`src/rtl/pcpi_arbiter_if.sv`:
```
// PCPI bus bundle: the CPU-side request/response and the per-coprocessor fan-out.
// slave = arbiter view (receives the CPU request, drives coprocessor valids).
// master = environment view (CPU plus coprocessors).
interface pcpi_arbiter_if #(
  parameter int N_COP = 4
);
  logic                 pcpi_valid;
  logic                 pcpi_wr;
  logic [31:0]          pcpi_rd;
  logic                 pcpi_wait;
  logic                 pcpi_ready;
  logic [N_COP-1:0]     cop_valid;
  logic [N_COP-1:0]     cop_wr;
  logic [32*N_COP-1:0]  cop_rd;
  logic [N_COP-1:0]     cop_wait;
  logic [N_COP-1:0]     cop_ready;

  modport slave (
    input  pcpi_valid, cop_wr, cop_rd, cop_wait, cop_ready,
    output pcpi_wr, pcpi_rd, pcpi_wait, pcpi_ready, cop_valid
  );

  modport master (
    output pcpi_valid, cop_wr, cop_rd, cop_wait, cop_ready,
    input  pcpi_wr, pcpi_rd, pcpi_wait, pcpi_ready, cop_valid
  );
endinterface

```
`src/rtl/pcpi_arbiter.sv`:
```
// PCPI arbiter: broadcasts a CPU request, grants the lowest-index claimer, returns one registered result.
// Latency: claim -> grant/pcpi_wait next cycle; cop_ready[g] -> pcpi_ready next cycle (single-cycle claim skips BUSY).
// Backpressure: CPU holds pcpi_valid until pcpi_ready; DRAIN waits for pcpi_valid low. Macro PCPI_ARB_TIMEOUT_EN adds a BUSY timeout.
module pcpi_arbiter #(
  parameter int N_COP   = 4,
  parameter int TIMEOUT = 32
) (
  input  logic              clk,
  input  logic              resetn,
  pcpi_arbiter_if.slave     bus,
  input  logic              err_clr,
  output logic [N_COP-1:0]  grant,
  output logic              err_multi,
  output logic              err_timeout,
  output logic [15:0]       op_count
);

  typedef enum logic [1:0] {
    S_IDLE  = 2'd0,
    S_BUSY  = 2'd1,
    S_RESP  = 2'd2,
    S_DRAIN = 2'd3
  } state_t;

  state_t              r_state;
  logic [N_COP-1:0]    r_grant;
  logic                r_pcpi_wr;
  logic [31:0]         r_pcpi_rd;
  logic                r_pcpi_wait;
  logic                r_pcpi_ready;
  logic                r_err_multi;
  logic                r_err_timeout;
  logic [15:0]         r_op_count;

  logic [N_COP-1:0]    w_claim;
  logic [N_COP-1:0]    w_first;
  logic                w_any;
  logic                w_multi;
  logic [N_COP-1:0]    w_sel;
  logic                w_sel_ready;
  logic                w_sel_wr;
  logic [31:0]         w_sel_rd;
  logic [N_COP-1:0]    w_cop_valid;
  logic                w_expire;
  logic [15:0]         w_op_next;

  // Claims only mean something while a request is on the bus; a stale wait
  // left over from an aborted request must not start a new arbitration.
  always_comb begin
    w_claim = (bus.cop_wait | bus.cop_ready) & {N_COP{bus.pcpi_valid}};
    w_any   = |w_claim;
    w_multi = ($countones(w_claim) > 1);
  end

  // Fixed priority: the lowest claiming index wins.
  always_comb begin
    w_first = '0;
    for (int i = N_COP - 1; i >= 0; i--) begin
      if (w_claim[i]) begin
        w_first    = '0;
        w_first[i] = 1'b1;
      end
    end
  end

  // Response mux: in IDLE look at the would-be winner, otherwise only the owner.
  always_comb begin
    w_sel       = (r_state == S_IDLE) ? w_first : r_grant;
    w_sel_ready = |(w_sel & bus.cop_ready);
    w_sel_wr    = |(w_sel & bus.cop_wr);
    w_sel_rd    = '0;
    for (int i = 0; i < N_COP; i++) begin
      if (w_sel[i]) begin
        w_sel_rd = w_sel_rd | bus.cop_rd[32*i +: 32];
      end
    end
  end

  // Coprocessor valids: broadcast in IDLE, owner only in BUSY, none otherwise.
  // Gated by resetn so the fan-out drops on the reset edge itself.
  always_comb begin
    case (r_state)
      S_IDLE:  w_cop_valid = {N_COP{bus.pcpi_valid}};
      S_BUSY:  w_cop_valid = r_grant & {N_COP{bus.pcpi_valid}};
      default: w_cop_valid = '0;
    endcase
    w_cop_valid = w_cop_valid & {N_COP{resetn}};
  end

  // Saturating completion count.
  always_comb begin
    w_op_next = (r_op_count == 16'hFFFF) ? r_op_count : (r_op_count + 16'd1);
  end

`ifdef PCPI_ARB_TIMEOUT_EN
  localparam int CW = (TIMEOUT > 1) ? $clog2(TIMEOUT) : 1;
  logic [CW-1:0] r_busy_cnt;

  // BUSY-cycle counter: zero outside BUSY, so it restarts on every BUSY entry.
  always_ff @(posedge clk or negedge resetn) begin
    if (!resetn) begin
      r_busy_cnt <= '0;
    end else if (r_state != S_BUSY) begin
      r_busy_cnt <= '0;
    end else begin
      r_busy_cnt <= r_busy_cnt + 1'b1;
    end
  end

  assign w_expire = (r_state == S_BUSY) && (r_busy_cnt == CW'(TIMEOUT - 1));
`else
  assign w_expire = 1'b0;
`endif

  // Main sequencer: IDLE -> (BUSY) -> RESP -> DRAIN -> IDLE, all outputs registered.
  always_ff @(posedge clk or negedge resetn) begin
    if (!resetn) begin
      r_state       <= S_IDLE;
      r_grant       <= '0;
      r_pcpi_wr     <= 1'b0;
      r_pcpi_rd     <= '0;
      r_pcpi_wait   <= 1'b0;
      r_pcpi_ready  <= 1'b0;
      r_err_multi   <= 1'b0;
      r_err_timeout <= 1'b0;
      r_op_count    <= '0;
    end else begin
      // Clear first; any set below in the same cycle overrides it.
      if (err_clr) begin
        r_err_multi   <= 1'b0;
        r_err_timeout <= 1'b0;
      end

      case (r_state)
        S_IDLE: begin
          if (w_any) begin
            r_grant <= w_first;
            if (w_multi) begin
              r_err_multi <= 1'b1;
            end
            if (w_sel_ready) begin
              r_pcpi_wr    <= w_sel_wr;
              r_pcpi_rd    <= w_sel_rd;
              r_pcpi_ready <= 1'b1;
              r_op_count   <= w_op_next;
              r_state      <= S_RESP;
            end else begin
              r_pcpi_wait  <= 1'b1;
              r_state      <= S_BUSY;
            end
          end
        end

        S_BUSY: begin
          if (!bus.pcpi_valid) begin
            // CPU withdrew the request: no response, no count.
            r_grant     <= '0;
            r_pcpi_wait <= 1'b0;
            r_state     <= S_IDLE;
          end else if (w_sel_ready) begin
            r_pcpi_wr    <= w_sel_wr;
            r_pcpi_rd    <= w_sel_rd;
            r_pcpi_ready <= 1'b1;
            r_pcpi_wait  <= 1'b0;
            r_op_count   <= w_op_next;
            r_state      <= S_RESP;
          end else if (w_expire) begin
            // Owner never finished: complete with an empty result.
            r_pcpi_wr     <= 1'b0;
            r_pcpi_rd     <= '0;
            r_pcpi_ready  <= 1'b1;
            r_pcpi_wait   <= 1'b0;
            r_err_timeout <= 1'b1;
            r_state       <= S_RESP;
          end
        end

        S_RESP: begin
          r_pcpi_ready <= 1'b0;
          r_pcpi_wr    <= 1'b0;
          r_pcpi_rd    <= '0;
          r_grant      <= '0;
          r_state      <= S_DRAIN;
        end

        default: begin
          // DRAIN: the CPU may still hold pcpi_valid for the finished request.
          if (!bus.pcpi_valid) begin
            r_state <= S_IDLE;
          end
        end
      endcase
    end
  end

  assign bus.cop_valid  = w_cop_valid;
  assign bus.pcpi_wr    = r_pcpi_wr;
  assign bus.pcpi_rd    = r_pcpi_rd;
  assign bus.pcpi_wait  = r_pcpi_wait;
  assign bus.pcpi_ready = r_pcpi_ready;
  assign grant          = r_grant;
  assign err_multi      = r_err_multi;
  assign err_timeout    = r_err_timeout;
  assign op_count       = r_op_count;

endmodule

```
`src/flat_wrapper.sv`:
```
// flat-port wrapper written by rule: the top's interface ports become plain ports
module pcpi_arbiter_flat 
#(
  parameter int N_COP   = 4,
  parameter int TIMEOUT = 32
)
  (clk, resetn, err_clr, grant, err_multi, err_timeout, op_count, bus_pcpi_valid, bus_cop_wr, bus_cop_rd, bus_cop_wait, bus_cop_ready, bus_pcpi_wr, bus_pcpi_rd, bus_pcpi_wait, bus_pcpi_ready, bus_cop_valid);
  pcpi_arbiter_if #(.N_COP(N_COP)) bus_i ();
  input  logic clk;
  input  logic resetn;
  input  logic err_clr;
  output logic [N_COP-1:0] grant;
  output logic err_multi;
  output logic err_timeout;
  output logic [15:0] op_count;
  input wire logic [$bits(bus_i.pcpi_valid)-1:0] bus_pcpi_valid;
  input wire logic [$bits(bus_i.cop_wr)-1:0] bus_cop_wr;
  input wire logic [$bits(bus_i.cop_rd)-1:0] bus_cop_rd;
  input wire logic [$bits(bus_i.cop_wait)-1:0] bus_cop_wait;
  input wire logic [$bits(bus_i.cop_ready)-1:0] bus_cop_ready;
  output wire logic [$bits(bus_i.pcpi_wr)-1:0] bus_pcpi_wr;
  output wire logic [$bits(bus_i.pcpi_rd)-1:0] bus_pcpi_rd;
  output wire logic [$bits(bus_i.pcpi_wait)-1:0] bus_pcpi_wait;
  output wire logic [$bits(bus_i.pcpi_ready)-1:0] bus_pcpi_ready;
  output wire logic [$bits(bus_i.cop_valid)-1:0] bus_cop_valid;
  assign bus_i.pcpi_valid = bus_pcpi_valid;
  assign bus_i.cop_wr = bus_cop_wr;
  assign bus_i.cop_rd = bus_cop_rd;
  assign bus_i.cop_wait = bus_cop_wait;
  assign bus_i.cop_ready = bus_cop_ready;
  assign bus_pcpi_wr = bus_i.pcpi_wr;
  assign bus_pcpi_rd = bus_i.pcpi_rd;
  assign bus_pcpi_wait = bus_i.pcpi_wait;
  assign bus_pcpi_ready = bus_i.pcpi_ready;
  assign bus_cop_valid = bus_i.cop_valid;
  pcpi_arbiter #(.N_COP(N_COP), .TIMEOUT(TIMEOUT)) u_core (.clk(clk), .resetn(resetn), .bus(bus_i), .err_clr(err_clr), .grant(grant), .err_multi(err_multi), .err_timeout(err_timeout), .op_count(op_count));
endmodule
```
`config.mk`:
```
export PLATFORM = sky130hd
export DESIGN_NAME = pcpi_arbiter_flat
export DESIGN_NICKNAME = d
export VERILOG_FILES = /design/src/rtl/pcpi_arbiter_if.sv /design/src/rtl/pcpi_arbiter.sv /design/src/flat_wrapper.sv
export SDC_FILE = /design/constraint.sdc
export NUM_CORES = 1
export LEC_CHECK = 0
export BUFFER_PORTS_ARGS = -buffer_cell sky130_fd_sc_hd__buf_4
export CAP_MARGIN = 20
export CORE_AREA = 4 4 106 108
export CTS_BUF_LIST = sky130_fd_sc_hd__clkbuf_16
export CTS_CLUSTER_DIAMETER = 80
export CTS_CLUSTER_SIZE = 20
export DETAILED_ROUTE_END_ITERATION = 6
export DIE_AREA = 0 0 110 112
export GPL_TIMING_DRIVEN = 0
export PLACE_DENSITY_LB_ADDON = 0.08
export SKIP_CTS_REPAIR_TIMING = 1
export SLEW_MARGIN = 20
export SYNTH_ARGS = -nofsm -noshare
export SYNTH_HDL_FRONTEND = slang
export SYNTH_SLANG_ARGS = --single-unit
```
`constraint.sdc`:
```
create_clock -name clk -period 3.15 [get_ports clk]
set_clock_uncertainty 0.15 [all_clocks]
set_input_delay 0.315 -clock clk [delete_from_list [all_inputs] [get_ports clk]]
set_output_delay 0.315 -clock clk [all_outputs]
set_load 0.02 [all_outputs]
```
==> results of run 1 <==
-- layer usage --
metal / vias up / GRT usage (%) / routed length, um
met1: 1758 / 25.95 / 5204
met3: 6 / 5.275 / 1163
li1: 1796 / - / -
met2: 157 / 30.14 / 5650
met5: - / 0 / 0
met4: 0 / 3.076 / 64
-- synth_stat cells (4+ instances only) --
library cell	number	area (um^2)
a21oi_1	7	35.03
a222oi_1	33	330.3
a22o_1	33	289.0
buf_6	5	56.30
clkbuf_1	17	63.81
dfrtp_1	58	1451
ha_1	11	137.6
inv_1	11	41.29
nand2_1	85	319.1
nand3_1	7	35.03
nor2_1	13	48.80
nor3_1	4	20.02
nor4_1	7	43.79
o21ai_0	5	25.02
xor2_1	14	122.6
-- layout make-up --
cell class,count,area share (%)
buffer,27,2.812
clock buffer,9,4.149
clock inverter,6,0.4841
inverter,11,0.7607
multi-input combinational,265,33.66
sequential,58,26.74
tap,136,3.135
timing repair buffer,204,28.26
-- kinds of logic after synthesis --
group	count (synthesis)	share of synthesized area, %
other	1	0.1085
AND/OR/NAND/NOR	134	17.45
XOR/XNOR	15	3.802
adder cells (fa/ha/maj)	12	4.562
multiplexers	4	1.484
flip-flops	58	42.00
buffers and inverters	38	5.612
AO/OA/AOI/OAI	99	24.98
-- state kept, by name, summed over array words and instances (netlist names) --
register / count
u_core.bus.pcpi_wr: 1
u_core.bus.pcpi_wait: 1
u_core.grant: 4
u_core.op_count: 16
u_core.err_multi: 1
u_core.r_state: 2
u_core.bus.pcpi_rd: 32
u_core.bus.pcpi_ready: 1
-- final timing paths --
check	startpoint	to	cells past startpoint
setup / recovery	u_core.r_state[0]	u_core.bus.pcpi_rd[20]	9
hold / removal	err_clr	u_core.err_multi	2
setup reg to reg	u_core.r_state[0]	u_core.bus.pcpi_rd[20]	9
hold reg to reg	u_core.op_count[13]	u_core.op_count[13]	1
max in group asynchronous	resetn	u_core.grant[0]	2
min in group asynchronous	resetn	u_core.op_count[5]	2
-- power breakdown --
group          switching, uW  internal (uW)
Combinational           1320           1020
Clock                    316            513
Sequential               145            945
Total                   1780           2470
-- worst max-delay path, delay by kind of cell (launching register included) --
kind,cells,cell delay [ps]
buffers and inverters,4,1110
muxes,1,610
AOI/OAI and AO/OA,2,290
DFF,1,410
adders and majority gates,1,170
and+or+nand+nor,1,110
-- stage by stage --
step,setup TNS (ps),instances,hold slack (ps)
4_1_cts,0,715,-43.34
3_3_place_gp,-2282,700,289.5
6_report,0,716,26.75
3_5_place_dp,-1900,700,298.6
5_1_grt,0,716,20.91
2_1_floorplan,0,361,-130.6
==> impl_metrics.yaml, run 1 <==
status:
  outcome: "finished with violations"
  violations: "design-rule violations"
logic_synthesis:
  synth_area_um2: 3456
  synthDistinctLibCells: 49
  yosys_register_bits: 58
  synth_nets: 517
  avgSynthCellArea_um2: 9.573
  synthCells: 361
  synthFlopType: "dfrtp_1"
  ys_warn_count: 0
  synth-async-reset-ratio_pct: 100.0
  synth-seq-area-share_pct: 42.00
  synth_enable_flop_cells: 0
cells_and_area:
  final_core_util_pct: 53.05
  drive_gt1_share_pct: 40.34
  layout_commonest_cell: "buf_4"
  design_area_um2: 5428
  num_antenna_cells: 0
  multi_input_area_um2: 1827
  regArea_um2: 1451
  syn_to_final_growth_pct: 57.06
  final_cell_mix: "buf_4, nand2_1, dfrtp_1"
  fin_nets: 732
  fillerInstances: 944
global_route:
  antenna_found_initial: 0
  grtUsageTotal_pct: 18.92
  overflow: 0
  first_global_vias: 3714
  grt_max_degree: 60
  grt_pass1_wl_um: 18490
clock_tree:
  cts.sinks: 58
  clock-root-buffer: "clkbuf_16"
  cts_buffers: 9
  clockBufferDepth: 2
  clk_pin_slew_worst_paths_ps: 50
  insertion_delay_ps: 320
  cts_max_level: 3
  cts_tree: "done"
detailed_routing:
  first_pass_iters: 7
  vias: 3717
  drt_iter0_drc: 312
  wl_per_cell_um: 16.87
  avgViaCountPerCell: 5.191
  drtAntennaViolNets: 0
  wirelength_um: 12080
  drc_errors: 32
placement:
  io_buffers: 203
  place_area_um2: 5150
  dp_slack_ps: -82.99
  gp_congestion: 0.8093
  dp_hpwl_um: 9466
worst_setup_path:
  cp_slowest_cell: "mux2i_2"
  critPathMostFrequentCell: "clkbuf_1"
  arrival_ps: 3030
  cp_cell_sequence: "inv_1 -> ha_1 -> buf_6 -> clkbuf_1 -> mux2i_2 -> clkbuf_1 -> a222oi_1 -> nand2_1 -> a22o_1"
  endpoint_kind: "register"
  crit_fanout: 10
  cp-start-kind: "register"
  r2r_slack_ps: 220
  worstPathRequired_ps: 3250
  critPathMaxStageDelay_ps: 610
  path_class: "reg -> reg"
power_and_ir_drop:
  power_uw: 4253
  leakage_uw: 0.002848
  peakVddDrop_uv: 413.5
  p_per_area_nw_per_um2: 783.5
die:
  dieHeight_um: 112
  start_util_pct: 33.78
  die_width_um: 110
  io_pins: 205
  core.rowCount: 37
  coreArea_um2: 10230
  die_area_um2: 12320
sta:
  rsz0062_at_grt: "false"
  tightest_slew_ps: 776.1
  setup_slack_ps: 218.4
  max_freq_ghz: 0.3411
  drv_slew: 0
  report.final.setup_viol: 0
  hold_viol_final: 0
  relSlewSlack_pct: 48.26
  min_period_ps: 2932
  fin_crit_sh_pct: 93.07
hold_path:
  hp-class: "in -> reg"
run:
  maxCapViolCount: 0
(Power assumes the default switching activity.)
==> run 2: changes to the inputs <==
--- a/config.mk
+++ b/config.mk
@@ -5,16 +5,18 @@
 export SDC_FILE = /design/constraint.sdc
 export NUM_CORES = 1
 export LEC_CHECK = 0
+export ABC_AREA = 1
 export BUFFER_PORTS_ARGS = -buffer_cell sky130_fd_sc_hd__buf_4
 export CAP_MARGIN = 20
-export CORE_AREA = 4 4 106 108
+export CORE_AREA = 4 4 114 116
 export CTS_BUF_LIST = sky130_fd_sc_hd__clkbuf_16
 export CTS_CLUSTER_DIAMETER = 80
 export CTS_CLUSTER_SIZE = 20
 export DETAILED_ROUTE_END_ITERATION = 6
-export DIE_AREA = 0 0 110 112
+export DIE_AREA = 0 0 118 120
 export GPL_TIMING_DRIVEN = 0
 export PLACE_DENSITY_LB_ADDON = 0.08
+export REMOVE_ABC_BUFFERS = 1
 export SKIP_CTS_REPAIR_TIMING = 1
 export SLEW_MARGIN = 20
 export SYNTH_ARGS = -nofsm -noshare
==> run 2 against run 1 <==
  * The flow now finishes without violations
  * Final cell count is 25% higher
  * Register-to-register slack improved by 180 ps
  * Clock-buffer cell count is the same
  * Sequential power increased by 8%
  * Global-route usage decreased by 0.37 points
  * Combinational power up 54%
  * Largest cell class unchanged
  * Utilization fell by 2.6 points
  * First-iteration DRC count is 38% lower
  * Clock power grew 23%
  * Sequential share of layout area decreased by 2.6 points
  * Critical path depth is 2 higher
  * Wire length increased by 12%
==> impl_metrics.yaml, run 2 <==
logic_synthesis:
  synth-async-reset-ratio_pct: 100.0
  synth_area_um2: 3999
  synthDistinctLibCells: 34
  synth_top_area_share_pct: 36.30
  synth_area_leaders: "dfrtp_1, nand2_1, nand3_1, nand3b_1, inv_1"
  synth_top_area_cell: "dfrtp_1"
  synth.most_common_cell: "nand2_1"
  ys_warn_count: 0
  avgSynthCellArea_um2: 7.257
  yosys_register_bits: 58
  synthCells: 551
  synth_enable_flop_cells: 0
  synth-seq-area-share_pct: 36.30
  synthFlopType: "dfrtp_1"
  synth_commonest_cells: "nand2_1, nand3_1, dfrtp_1"
die:
  io_pins: 205
  start_util_pct: 33.57
  die_width_um: 118
  dieHeight_um: 120
  die_area_um2: 14160
  core.rowCount: 40
  coreArea_um2: 11910
global_route:
  grtUsageTotal_pct: 18.55
  first_global_vias: 4263
  overflow: 0
  grt_max_degree: 60
  antenna_found_initial: 0
  grt_pass1_wl_um: 21310
hold_path:
  hp-class: "in -> reg"
placement:
  gp_congestion: 0.8796
  dp_slack_ps: -982.7
  io_buffers: 203
  dp_hpwl_um: 10350
  place_area_um2: 5658
power_and_ir_drop:
  p_per_area_nw_per_um2: 962.4
  power_uw: 5780
  peakVddDrop_uv: 706.6
  swShare_pct: 47.02
  p_seq_share_pct: 20.4
  internal_power_uw: 3062
  p_switching_uw: 2718
  leakage_uw: 0.003054
  power_frac_comb_pct: 62.0
  pwr-share-clk_pct: 17.6
worst_setup_path:
  arrival_ps: 2800
  endpoint_kind: "register"
  worstPathRequired_ps: 3210
  cp-start-kind: "register"
  crit_fanout: 29
  path_class: "reg -> reg"
detailed_routing:
  drt_iter0_drc: 195
  avgViaCountPerCell: 4.927
  wl_per_cell_um: 15.17
  first_pass_iters: 4
  wirelength_um: 13550
  drtAntennaViolNets: 0
  vias: 4400
  drc_errors: 0
cells_and_area:
  final_core_util_pct: 50.42
  syn_to_final_growth_pct: 50.19
  fin_nets: 897
  largest_reg_flops: 32
  final_cell_mix: "buf_4, nand2_1, nand3_1"
  regArea_um2: 1451
  multi_input_area_um2: 2245
  drive_gt1_share_pct: 32.31
  design_area_um2: 6006
  fillerInstances: 1205
  layout_commonest_cell: "buf_4"
  num_antenna_cells: 0
sta:
  fin_crit_sh_pct: 87.21
  tightest_slew_ps: 763.5
  rsz0062_at_grt: "false"
  finalHoldWorstSlack_ps: 30.03
  report.final.setup_viol: 0
  relSlewSlack_pct: 49.10
  setup_slack_ps: 403.0
  hold_viol_final: 0
  min_period_ps: 2747
  drv_slew: 0
  max_freq_ghz: 0.3640
status:
  outcome: "finished, final reports clean"
run:
  maxCapViolCount: 0
clock_tree:
  cts_tree: "done"
  cts_max_level: 3
  clk_pin_slew_worst_paths_ps: 50
  cts_buffers: 9
  insertion_delay_ps: 320
  cts.sinks: 58
  clockBufferDepth: 2
  clock-root-buffer: "clkbuf_16"
==> run 2: cell count changes after synthesis, sizes merged, moves of 12 or more <==
| cell | previous run | this run |
|---|---|---|
| nand3 | 7 | 73 |
| a21oi | 7 | 33 |
| inv | 11 | 50 |
| a222oi | 33 | 0 |
| nand2 | 85 | 161 |
| nand3b | 0 | 29 |
| a22o | 33 | 0 |
| buf | 10 | 22 |
| o21ai | 6 | 40 |
==> run 2: metrics by stage <==
step	std cells	setup TNS, ps
floorplan	522	0
global placement	872	-41720
detailed placement	876	-33230
CTS	892	-33540
global route	893	0
finish	893	0
==> run 2: power by group through the flow <==
stage | clock network (uW) | registers [uW] | logic (uW)
after floorplan | 0 | 1440 | 1900
after global placement | 0 | 1180 | 3380
after detailed placement | 0 | 1190 | 3600
after CTS | 1040 | 1180 | 3610
after global routing | 1080 | 1210 | 3990
final | 1020 | 1180 | 3590
==> run 2: logic make-up (layout without fill, tap and decap cells) <==
family / count (synthesis) / after routing / synth area share (%)
xor gates and xnor gates: 15 / 15 / 3.285
and+or+nand+nor: 303 / 303 / 36.11
DFF: 58 / 58 / 36.30
AOI/OAI and AO/OA: 83 / 83 / 11.58
buffers and inverters: 79 / 274 / 8.699
adders and majority gates: 12 / 12 / 3.942
other: 1 / 1 / 0.09378
==> run 2: layout make-up <==
cell class | instances | share of cell area, %
Timing Repair Buffer | 208 | 27.10
Sequential cell | 58 | 24.17
Inverter | 50 | 3.125
Tap cell | 147 | 3.062
Clock inverter | 7 | 1.417
Clock buffer | 9 | 3.750
Multi-Input combinational cell | 414 | 37.37
==> run 2: final timing paths <==
kind                       depth (start not counted)  slack, ps                endpoint            startpoint
setup / recovery                                  11        400     u_core.op_count[12]     u_core.r_state[1]
hold / removal                                     2         30        u_core.err_multi               err_clr
setup reg to reg                                  11        400     u_core.op_count[12]     u_core.r_state[1]
hold reg to reg                                    2        330    u_core.bus.pcpi_wait  u_core.bus.pcpi_wait
max in group asynchronous                          2       1880  u_core.bus.pcpi_rd[27]                resetn
min in group asynchronous                          2        470      u_core.op_count[3]                resetn
==> run 2: critical path, stage by stage, from the launching register on <==
cell,delay (ps)
dfrtp_1,410
inv_1,160
ha_4,320
nand2_4,260
nand3b_1,180
nand2_1,70
inv_1,100
nand3_4,160
nand2_2,350
inv_1,280
nand2_1,120
nand2_1,50
==> run 2: routing by layer <==
| metal | track usage (%) | share of wire [%] | up-vias |
|---|---|---|---|
| li1 | - | - | 2205 |
| met1 | 23.34 | 43 | 2034 |
| met2 | 31.44 | 49 | 149 |
| met3 | 4.477 | 6.2 | 12 |
| met4 | 5.861 | 1.2 | 0 |
| met5 | 0 | 0 | - |
==> run 3: changes to the inputs <==
--- a/config.mk
+++ b/config.mk
@@ -14,8 +14,8 @@
 export CTS_CLUSTER_SIZE = 20
 export DETAILED_ROUTE_END_ITERATION = 6
 export DIE_AREA = 0 0 118 120
-export GPL_TIMING_DRIVEN = 0
 export PLACE_DENSITY_LB_ADDON = 0.08
+export RECOVER_POWER = 100
 export REMOVE_ABC_BUFFERS = 1
 export SKIP_CTS_REPAIR_TIMING = 1
 export SLEW_MARGIN = 20
==> run 3 against run 2 <==
  * Wire length rose by 3.0%
  * Final area fell by 6.1%
  * Power fell by 8.4%
  * First-iteration DRC count fell by 25%
==> impl_metrics.yaml, run 3 (synthesis gave the netlist of run 2 again) <==
global_route:
  overflow: 0
  first_global_vias: 4443
  grtUsageTotal_pct: 19.18
  grt_pass1_wl_um: 22050
  antenna_found_initial: 0
  grt_max_degree: 59
detailed_routing:
  avgViaCountPerCell: 4.926
  vias: 4409
  first_pass_iters: 5
  wl_per_cell_um: 15.59
  drtAntennaViolNets: 0
  wirelength_um: 13950
  drc_errors: 0
  drt_iter0_drc: 146
sta:
  hold_viol_final: 0
  drv_slew: 0
  relSlewSlack_pct: 3.126
  rsz0062_at_grt: "false"
  fin_crit_sh_pct: 87.15
  min_period_ps: 2745
  report.final.setup_viol: 0
  fin_setup_tns_ps: 0
  tightest_slew_ps: 1453
  max_freq_ghz: 0.3643
cells_and_area:
  fin_nets: 901
  final_cell_mix: "nand2_1, buf_4, nand3_1"
  drive_gt1_share_pct: 23.53
  num_antenna_cells: 0
  layout_commonest_cell: "nand2_1"
  syn_to_final_growth_pct: 41.08
  largest_reg_flops: 32
clock_tree:
  cts_max_level: 3
  cts_buffers: 9
  clockBufferDepth: 2
  insertion_delay_ps: 320
  cts_tree: "done"
  clk_pin_slew_worst_paths_ps: 50
  clock-root-buffer: "clkbuf_16"
  cts.sinks: 58
run:
  maxCapViolCount: 0
worst_setup_path:
  crit_fanout: 10
  arrival_ps: 2280
  endpoint_kind: "primary output"
  worstPathRequired_ps: 2680
  path_class: "reg -> out"
  cp-start-kind: "register"
die:
  core.rowCount: 40
  io_pins: 205
  die_width_um: 118
  die_area_um2: 14160
  start_util_pct: 33.57
  dieHeight_um: 120
  coreArea_um2: 11910
placement:
  dp_hpwl_um: 10680
  gp_congestion: 0.9044
  io_buffers: 203
power_and_ir_drop:
  power_uw: 5293
  peakVddDrop_uv: 508.3
  leakage_uw: 0.002769
  p_per_area_nw_per_um2: 938.2
hold_path:
  hp-class: "in -> reg"
status:
  outcome: "finished, final reports clean"
## run 3: worst max-delay path, cell delays in order (launching register included)
cell and delay, ps:
dfrtp_1 400, inv_1 130, ha_1 410, buf_4 220, nor2_1 80, nand3b_1 270
a21oi_1 200, clkbuf_1 250
## run 3: metrics by stage
| step | std cells | cell area, um^2 | setup WS (ps) | hold slack [ps] | util (%) |
|---|---|---|---|---|---|
| after CTS | 895 | 5887 | 478.2 | 22.55 | 49.42 |
| after global routing | 895 | 5642 | 135.3 | 21.38 | 47.36 |
| final | 895 | 5642 | 404.9 | 30.76 | 47.36 |
| after detailed placement | 881 | 5614 | 568.3 | 331.3 | 47.13 |
| after floorplan | 522 | 3839 | 215.4 | -130.6 | - |
| after global placement | 881 | 5614 | 668.6 | 321.4 | 47.13 |
## run 3: area by class of cell
type                    instances  area (um^2)
clock buffers                   9        225.2
well taps                     147        183.9
fillers                      1274         6270
inverters                      50        187.7
multi-input cells             414         2190
flip-flops and latches         58         1451
clock inverters                 5        47.55
repair buffers                212         1356
## run 3: power by group
| part | leakage, uW | switching (uW) | total (uW) | internal [uW] |
|---|---|---|---|---|
| Sequential | 0.000758 | 163 | 1180 | 1020 |
| Combinational | 0.00188 | 2170 | 3200 | 1030 |
| Clock | 0.000136 | 321 | 914 | 593 |
## run 3: final timing paths
kind                                       from               endpoint  slack (ps)  cells past startpoint
max reg2reg                   u_core.r_state[0]  u_core.bus.pcpi_rd[8]         440                     10
min reg2reg                u_core.bus.pcpi_wait   u_core.bus.pcpi_wait         340                      2
max                           u_core.r_state[1]       bus_cop_valid[3]         400                      7
min                                     err_clr       u_core.err_multi          30                      2
max in group asynchronous                resetn        u_core.grant[0]        1490                      2
min in group asynchronous                resetn     u_core.op_count[3]         470                      2
## run 3: metal layers
| layer | track usage (%) | share of wire [%] | vias to the layer above |
|---|---|---|---|
| met2 | 33.45 | 49 | 153 |
| met5 | 0 | 0 | - |
| met1 | 24.02 | 44 | 2044 |
| li1 | - | - | 2202 |
| met4 | 4.396 | 1.0 | 0 |
| met3 | 4.665 | 6.5 | 10 |
